$ cat src/rtl/dbg_uart_master.sv
// UART 8N1 debug-port initiator: collects 9-byte command frames, drives the core debug
// interface until dbg_ready_i (or timeout), then returns the 32-bit read word over UART.
//
// state   | meaning
// IDLE    | waiting for a non-zero command byte
// RX_ADDR | collecting 4 address bytes (little-endian)
// RX_DATA | collecting 4 write-data bytes (little-endian)
// ISSUE   | command driven to core, waiting for ready or timeout
// RESP    | shifting the 4-byte response out on uart_tx_o
module dbg_uart_master #(
  parameter int          CLK_DIV  = 868,
  parameter int          TIMEOUT  = 1024,
  parameter logic [31:0] ERR_WORD = 32'hDEADBEEF
) (
  input  logic        clk_i,
  input  logic        rstn_i,
  input  logic        uart_rx_i,
  output logic        uart_tx_o,
  output logic [7:0]  dbg_cmd_o,
  output logic [31:0] dbg_addr_o,
  output logic [31:0] dbg_data_o,
  input  logic [31:0] dbg_data_i,
  input  logic        dbg_ready_i,
  output logic        busy_o,
  output logic        err_o
);
  localparam int CW = $clog2(CLK_DIV);
  localparam int TW = $clog2(TIMEOUT);
  localparam logic [CW-1:0] BIT_LD  = CW'(CLK_DIV - 1);
  // edge detection already costs one cycle, so the half-bit reload is one short
  localparam logic [CW-1:0] HALF_LD = CW'(CLK_DIV / 2 - 2);
  localparam logic [TW-1:0] TMO_LD  = TW'(TIMEOUT - 1);

  typedef enum logic [1:0] {RX_IDLE, RX_START, RX_BITS, RX_STOP} rx_state_t;
  typedef enum logic [2:0] {IDLE, RX_ADDR, RX_DATA, ISSUE, RESP} state_t;

  rx_state_t     rx_st;
  logic          rx_s1, rx_s2, rx_s3;
  logic [CW-1:0] rx_cnt;
  logic [2:0]    rx_bit;
  logic [7:0]    rx_sh;
  logic          rx_done, rx_valid, rx_ferr;

  state_t        state, state_nx;
  logic [1:0]    byte_cnt;
  logic [7:0]    cmd_r;
  logic [31:0]   addr_sh, data_sh, resp_word;
  logic [TW-1:0] tmo_cnt;
  logic [CW-1:0] tx_cnt;
  logic [3:0]    tx_bit;
  logic [1:0]    tx_byte;
  logic [7:0]    tx_byte_val;
  logic          tx_last;

  assign rx_done  = (rx_st == RX_STOP) && (rx_cnt == '0);
  assign rx_valid = rx_done & rx_s2;
  assign rx_ferr  = rx_done & ~rx_s2;
  assign tx_last  = (state == RESP) && (tx_cnt == '0) && (tx_bit == 4'd9) && (tx_byte == 2'd3);

  always_ff @(posedge clk_i or negedge rstn_i) begin
    if (!rstn_i) begin
      rx_s1  <= 1'b1;
      rx_s2  <= 1'b1;
      rx_s3  <= 1'b1;
      rx_st  <= RX_IDLE;
      rx_cnt <= '0;
      rx_bit <= '0;
      rx_sh  <= '0;
    end else begin
      rx_s1 <= uart_rx_i;
      rx_s2 <= rx_s1;
      rx_s3 <= rx_s2;
      case (rx_st)
        RX_IDLE: if (rx_s3 && !rx_s2) begin
          rx_st  <= RX_START;
          rx_cnt <= HALF_LD;
        end
        RX_START: if (rx_cnt == '0) begin
          if (rx_s2) rx_st <= RX_IDLE;
          else begin
            rx_st  <= RX_BITS;
            rx_cnt <= BIT_LD;
            rx_bit <= '0;
          end
        end else rx_cnt <= rx_cnt - 1'b1;
        RX_BITS: if (rx_cnt == '0) begin
          rx_sh  <= {rx_s2, rx_sh[7:1]};
          rx_cnt <= BIT_LD;
          rx_bit <= rx_bit + 1'b1;
          if (rx_bit == 3'd7) rx_st <= RX_STOP;
        end else rx_cnt <= rx_cnt - 1'b1;
        RX_STOP: if (rx_cnt == '0) rx_st <= RX_IDLE;
                 else rx_cnt <= rx_cnt - 1'b1;
        default: rx_st <= RX_IDLE;
      endcase
    end
  end

  always_ff @(posedge clk_i or negedge rstn_i) begin
    if (!rstn_i) state <= IDLE;
    else         state <= state_nx;
  end

  always_comb begin
    state_nx = state;
    case (state)
      IDLE:    if (rx_valid && rx_sh != 8'h00) state_nx = RX_ADDR;
      RX_ADDR: if (rx_ferr) state_nx = IDLE;
               else if (rx_valid && byte_cnt == 2'd3) state_nx = RX_DATA;
      RX_DATA: if (rx_ferr) state_nx = IDLE;
               else if (rx_valid && byte_cnt == 2'd3) state_nx = ISSUE;
      ISSUE:   if (dbg_ready_i || tmo_cnt == '0) state_nx = RESP;
      RESP:    if (tx_last) state_nx = IDLE;
      default: state_nx = IDLE;
    endcase
  end

  always_comb begin
    busy_o      = (state != IDLE);
    dbg_cmd_o   = 8'h00;
    uart_tx_o   = 1'b1;
    tx_byte_val = resp_word[{tx_byte, 3'b000} +: 8];
    if (state == ISSUE) dbg_cmd_o = cmd_r;
    if (state == RESP) begin
      if (tx_bit == 4'd0)      uart_tx_o = 1'b0;
      else if (tx_bit <= 4'd8) uart_tx_o = tx_byte_val[3'(tx_bit - 4'd1)];
    end
  end

  always_ff @(posedge clk_i or negedge rstn_i) begin
    if (!rstn_i) begin
      byte_cnt   <= '0;
      cmd_r      <= '0;
      addr_sh    <= '0;
      data_sh    <= '0;
      resp_word  <= '0;
      dbg_addr_o <= '0;
      dbg_data_o <= '0;
      tmo_cnt    <= '0;
      tx_cnt     <= '0;
      tx_bit     <= '0;
      tx_byte    <= '0;
      err_o      <= 1'b0;
    end else begin
      if (rx_ferr) err_o <= 1'b1;
      case (state)
        IDLE: begin
          byte_cnt <= '0;
          if (rx_valid) cmd_r <= rx_sh;
        end
        RX_ADDR: if (rx_valid) begin
          byte_cnt <= byte_cnt + 1'b1;
          addr_sh  <= {rx_sh, addr_sh[31:8]};
        end
        RX_DATA: if (rx_valid) begin
          byte_cnt <= byte_cnt + 1'b1;
          data_sh  <= {rx_sh, data_sh[31:8]};
          if (byte_cnt == 2'd3) begin
            dbg_addr_o <= addr_sh;
            dbg_data_o <= {rx_sh, data_sh[31:8]};
            tmo_cnt    <= TMO_LD;
          end
        end
        ISSUE: begin
          if (tmo_cnt != '0) tmo_cnt <= tmo_cnt - 1'b1;
          if (dbg_ready_i || tmo_cnt == '0) begin
            resp_word <= dbg_ready_i ? dbg_data_i : ERR_WORD;
            if (!dbg_ready_i) err_o <= 1'b1;
            tx_cnt  <= BIT_LD;
            tx_bit  <= '0;
            tx_byte <= '0;
          end
        end
        RESP: if (tx_cnt == '0) begin
          tx_cnt <= BIT_LD;
          if (tx_bit == 4'd9) begin
            tx_bit  <= '0;
            tx_byte <= tx_byte + 1'b1;
          end else tx_bit <= tx_bit + 1'b1;
        end else tx_cnt <= tx_cnt - 1'b1;
        default: ;
      endcase
    end
  end
endmodule

$ cat config.mk
export PLATFORM = sky130hd
export DESIGN_NAME = dbg_uart_master
export DESIGN_NICKNAME = d
export VERILOG_FILES = /design/src/rtl/dbg_uart_master.sv
export SDC_FILE = /design/constraint.sdc
export NUM_CORES = 1
export LEC_CHECK = 0
export CORE_MARGIN = 4
export CORE_UTILIZATION = 40
export CTS_CLUSTER_DIAMETER = 200
export DETAILED_ROUTE_END_ITERATION = 6
export GPL_ROUTABILITY_DRIVEN = 1
export PLACE_DENSITY_LB_ADDON = 0.15
export SYNTH_ARGS = -nofsm -noshare
export SYNTH_HDL_FRONTEND = slang
export SYNTH_SLANG_ARGS = --single-unit
export TNS_END_PERCENT = 50
$ cat constraint.sdc
create_clock -name clk_i -period 2.79 [get_ports clk_i]
set_input_delay 0.279 -clock clk_i [delete_from_list [all_inputs] [get_ports clk_i]]
set_output_delay 0.279 -clock clk_i [all_outputs]
set_load 0.02 [all_outputs]
# After elaboration in Yosys (flattened, before gate mapping)
# Index checks and enable logic that the tools add are counted.
# totals
reg_bits	226
latch_bits	0
ram_bits	0
romBits	0
elab_cells	155
n_memories	0
# op_classes
addsub	8
mul	0
div	0
n_lt_le_gt_ge	2
eq_ne	30
shifts	1
n_mux	53
bitwise_logic	3
reduce_logical	38
# op_table
cell	n
two-way mux 10 bit	10
one-hot mux 10 bit (2 select lines)	2
one-hot mux 10 bit (4 select lines)	1
two-way mux 32 bit	1
variable part select 32 x 6 -> 8 bit	1
zero test 10 bit	3
two-way mux 3 bit	10
subtractor 10 x 1 -> 10 bit, second input constant	3
two-way mux 2 bit	10
!= test 2 bit, second input constant	10
one-hot mux 3 bit (5 select lines)	1
AND reduction 2 bit	7
two-way mux 4 bit	3
!= test 2 x 1 -> 1 bit, second input constant	6
AND reduction 4 bit	3
AND reduction 5 bit	2
nonzero test 10 bit	1
!= test 3 bit, second input constant	3
AND reduction 3 bit	3
== test 2 bit, second input constant	4
two-way mux 1 bit	8
two-way mux 8 bit	1
one-hot mux 2 bit (2 select lines)	2
one-hot mux 2 bit (4 select lines)	1
other kinds (26)	39

# Longest topological paths before layout
# logic_depth
depth_word	7
ltp_mapped	9
ltp_nobuf	7

# Worst setup path after synthesis
# OpenSTA, ideal clock, no wires.
# synth_path
kind	register -> output
start	register tx_bit[0]
end	output uart_tx_o
arrival_time_ns	2.464
path_slack_ns	0.047
path_stages_with_launch	8
path_cell_list	dfrtp_1 -> inv_1 -> ha_1 -> clkbuf_1 -> mux4_2 -> mux4_2 -> a2111oi_0 -> a221oi_1
# synth_via
elab_chain_len	6
word_cells_on_any_way	8
classes_between	add/sub: 1; order compare: 1; mux: 5; reduce/logical: 1
# synth_rtl
item	line_no	source
start: declaration	50	logic [3:0] tx_bit;
start signal: assignment	179	end else tx_bit <= tx_bit + 1'b1;
subtractor 3 x 1 -> 3 bit	126	else if (tx_bit <= 4'd8) uart_tx_o = tx_byte_val[3'(tx_bit - 4'd1)];
binary-select mux 1 bit (select 3 bit)	126	
two-way mux 1 bit (implied by the code)	126	
two-way mux 1 bit	126	
two-way mux 1 bit *	125	if (tx_bit == 4'd0) uart_tx_o = 1'b0;
two-way mux 1 bit *	124	if (state == RESP) begin
end: declaration	18	output logic uart_tx_o,
# Every way passes the cells marked *; elsewhere a longest branch is shown, timed or not. The select of a mux whose other input is x is not followed.

# Worst setup path in the final report
# layout_path
start	register tx_bit[1]
end	output uart_tx_o
# The elaborated chain is that of the path after synthesis.

==> reports/qor.yml <==
floorplanning:
  ios: 111
  start_util: 0.4046
  coreArea_mm2: 0.02340
  num_rows: 56
  dieArea_mm2: 0.02620
  die_x_um: 161.9
  die_y_um: 161.9
yosys:
  synth_area_mm2: 0.009469
  synthArstFlopShare: 1.000
  yosys.cell_types.count: 57
  synth_compound_area_frac: 0.09461
  synthMuxAreaShare: 0.1892
  ys_seq_area_frac: 0.5765
  ys_seq_elements: 218
  avgSynthCellArea_um2: 12.95
  synth_fa_ha_area_frac: 0.02590
  synth_edf_count: 0
  yosysWarnings: 0
  synth_cells: 731
  synth_xor_area_frac: 0.008325
  synth_top_family_by_area: "multiplexers"
  ys.flop_type: "dfrtp_1"
  synthSimpleGateAreaFrac: 0.08285
  synth_fp_nets: 785
grt:
  antenna_found_initial: 0
  grt_pass1_vias: 6635
  overflow: 0
  grt_max_degree: 80
  grt_first_pass_wirelength_mm: 35.56
  gr-usage-all-layers: 0.1642
setup_path:
  reg2reg_to: "dbg_data_o[5]"
  r2r_slack_ns: 0.12
  arrival_ns: 2.62
  required_ns: 2.51
  crit_type: "reg -> out"
  cp-start-kind: "flop"
  r2r_cells: 8
  path_max_fanout: 6
  crit_path_end_kind: "output pin"
  r2r-start: "rx_cnt[0]"
sta:
  rsz0062_at_grt: "yes"
  hold_viol: 0
  whs_ns: 0.1778
  timing.fmax_mhz: 345.1
  fin_skew_ns: 0.01322
  setup_slack_ns: -0.1078
  tightestPinTransition_ns: 0.8518
  finalCritPeriodShare: 1.039
  max_slew_margin: 0.4307
  finalSetupViolCount: 1
  drv_slew: 0
  period_needed_ns: 2.898
route:
  route.detailed.drc: 0
  vias: 6311
  wl_per_cell_um: 17.62
  drt-initial-drc-count: 331
  drt_pass1_iterations: 4
  ant_nets: 0
  avgViaCountPerCell: 5.268
  routed_wl_mm: 21.11
finish:
  nets: 917
  layout-drive-gt1-share: 0.2673
  stdcell_count: 1198
  design_area_mm2: 0.01197
  area_delta_synth_final_pct: 26.45
  insertedDiodeCount: 0
  utilization: 0.5117
place:
  io_buffers: 110
  gp_congestion: 0.8578
  dp.cells: 1153
  hpwlAfterDp_mm: 14.52
  postPlaceCellArea_mm2: 0.01115
outcome:
  violations: "negative setup slack"
  outcome: "finished, violations left"
clock_tree:
  clock-sinks: 218
  clock_latency_ns: 0.51
  cts_made_buffers: 24
  root_buffer: "clkbuf_16"
  cts_tree: "built"
  clkTransAtPathRegs_ns: 0.05
  cts_buffer_depth: 3
  h-tree-depth: 1
power:
  ir_drop_uv: 378.1
  powerDensity_mw_per_mm2: 784.6
  leakage_nw: 5.508
  power_mw: 9.394
min_path:
  hold_class: "in -> reg"
  holdPathStages: 1
  hold_path_end: "rx_s1"
  hold_path_startpoint: "uart_rx_i"
job:
  maxCapViolations: 0
==> power breakdown <==
group	internal, mW	switching [mW]
Combinational	1.11	1.27
Clock	1.82	1.25
Sequential	3.55	0.383
==> routing by layer <==
| layer | wire [µm] | track usage | share of wire | vias to the layer above |
|---|---|---|---|---|
| met5 | 0 | 0 | 0 | - |
| met2 | 10590 | 0.2797 | 0.50 | 126 |
| li1 | - | - | - | 2938 |
| met1 | 9236 | 0.2194 | 0.44 | 3214 |
| met4 | 482 | 0.04229 | 0.023 | 0 |
| met3 | 806 | 0.02867 | 0.038 | 33 |
==> cell usage in the layout (no fill, tap or decap), types with 7 or more instances in the layout <==
master           netlist  routed
buf_4                  0      26
clkbuf_16              0      24
ha_1                  18      17
and2_1                10      10
buf_12                 0       7
nand2b_1               7       7
xor2_1                 9       9
nand3_1                7       7
a31oi_1               10      10
clkinv_2               0       7
nand4_1                8       8
dfrtp_1              215     213
a21oi_1               27      27
mux2i_1                8       8
nor2_1                26      26
a22o_1                10      10
o22a_1                27      27
o21ai_0               22      22
nor3_1                17      17
clkdlybuf4s50_1        0     108
nand2_1               37      37
inv_1                 16      14
mux2_2               135     135
==> worst max-delay path by stage <==
| stage | from | endpoint | depth (start not counted) |
|---|---|---|---|
| after floorplan | tx_bit[0] | uart_tx_o | 7 |
| final | tx_bit[1] | uart_tx_o | 7 |
| after CTS | tx_bit[1] | uart_tx_o | 7 |
| after detailed placement | tx_bit[1] | uart_tx_o | 7 |
| after global placement | tx_bit[0] | uart_tx_o | 7 |
| after global routing | tx_bit[1] | uart_tx_o | 7 |
==> cells in the mapped netlist (8+ instances only) <==
cell,n,area share
inv_1,16,0.0063
nor2_1,26,0.010
clkbuf_1,20,0.0079
buf_2,12,0.0063
mux2i_1,8,0.0085
mux2_2,135,0.16
a22o_1,10,0.0092
and2_1,10,0.0066
dfrtp_1,215,0.57
nor3_1,17,0.0090
o22a_1,27,0.025
o21ai_0,22,0.012
nand4_1,8,0.0053
a31oi_1,10,0.0066
ha_1,18,0.024
nand2_1,37,0.015
a21oi_1,27,0.014
xor2_1,9,0.0083
==> flip-flops by register name, summed over array words and instances, names as in the netlist, 3 cells and up, named ones only <==
register / flops
addr_sh: 32
dbg_addr_o: 32
dbg_data_o: 32
resp_word: 32
data_sh: 24
rx_cnt: 10
tmo_cnt: 10
tx_cnt: 10
cmd_r: 8
rx_sh: 8
tx_bit: 4
rx_bit: 3
state: 3
==> per-stage QoR <==
step,setup TNS (ns),worst slack [ns]
6_report,-0.1078,-0.1078
3_5_place_dp,-0.2506,-0.2506
3_3_place_gp,-0.1873,-0.1873
2_1_floorplan,0,0.04720
5_1_grt,-0.1990,-0.1990
4_1_cts,-0.1279,-0.1279
==> area by class of cell <==
type                       instances  area (µm²)
fill                            2069       11430
sequential                       218        5461
multi-input combinational        460        3847
timing repair buffer             143        1440
clock buffer                      31       646.9
tap                              319       399.1
clock inverter                    11       118.9
inverter                          16       60.06
==> worst max-delay path, cell delays in order, from the launching register on <==
cell	delay, ns
dfrtp_1	0.36
inv_2	0.06
ha_4	0.30
mux4_2	0.31
mux4_2	0.52
a2111oi_4	0.32
a221oi_2	0.07
buf_4	0.17
==> timing repair <==
item | CTS | global route
buffers inserted | 1 | 1
hold buffers | 1 | 0
endpoints found under the hold margin | 75 | 0
pin swaps | 2 | 0
gates resized for setup | 15 | 1
setup endpoints to repair | 1 | 12
==> logic make-up after synthesis <==
logic type                 after synthesis
AOI/OAI and AO/OA                      129
xor gates and xnor gates                 9
adders and majority gates               20
buffers and inverters                   53
DFF                                    218
muxes                                  154
and+or+nand+nor                        148
No activity file was read; power rests on OpenSTA's default activity.
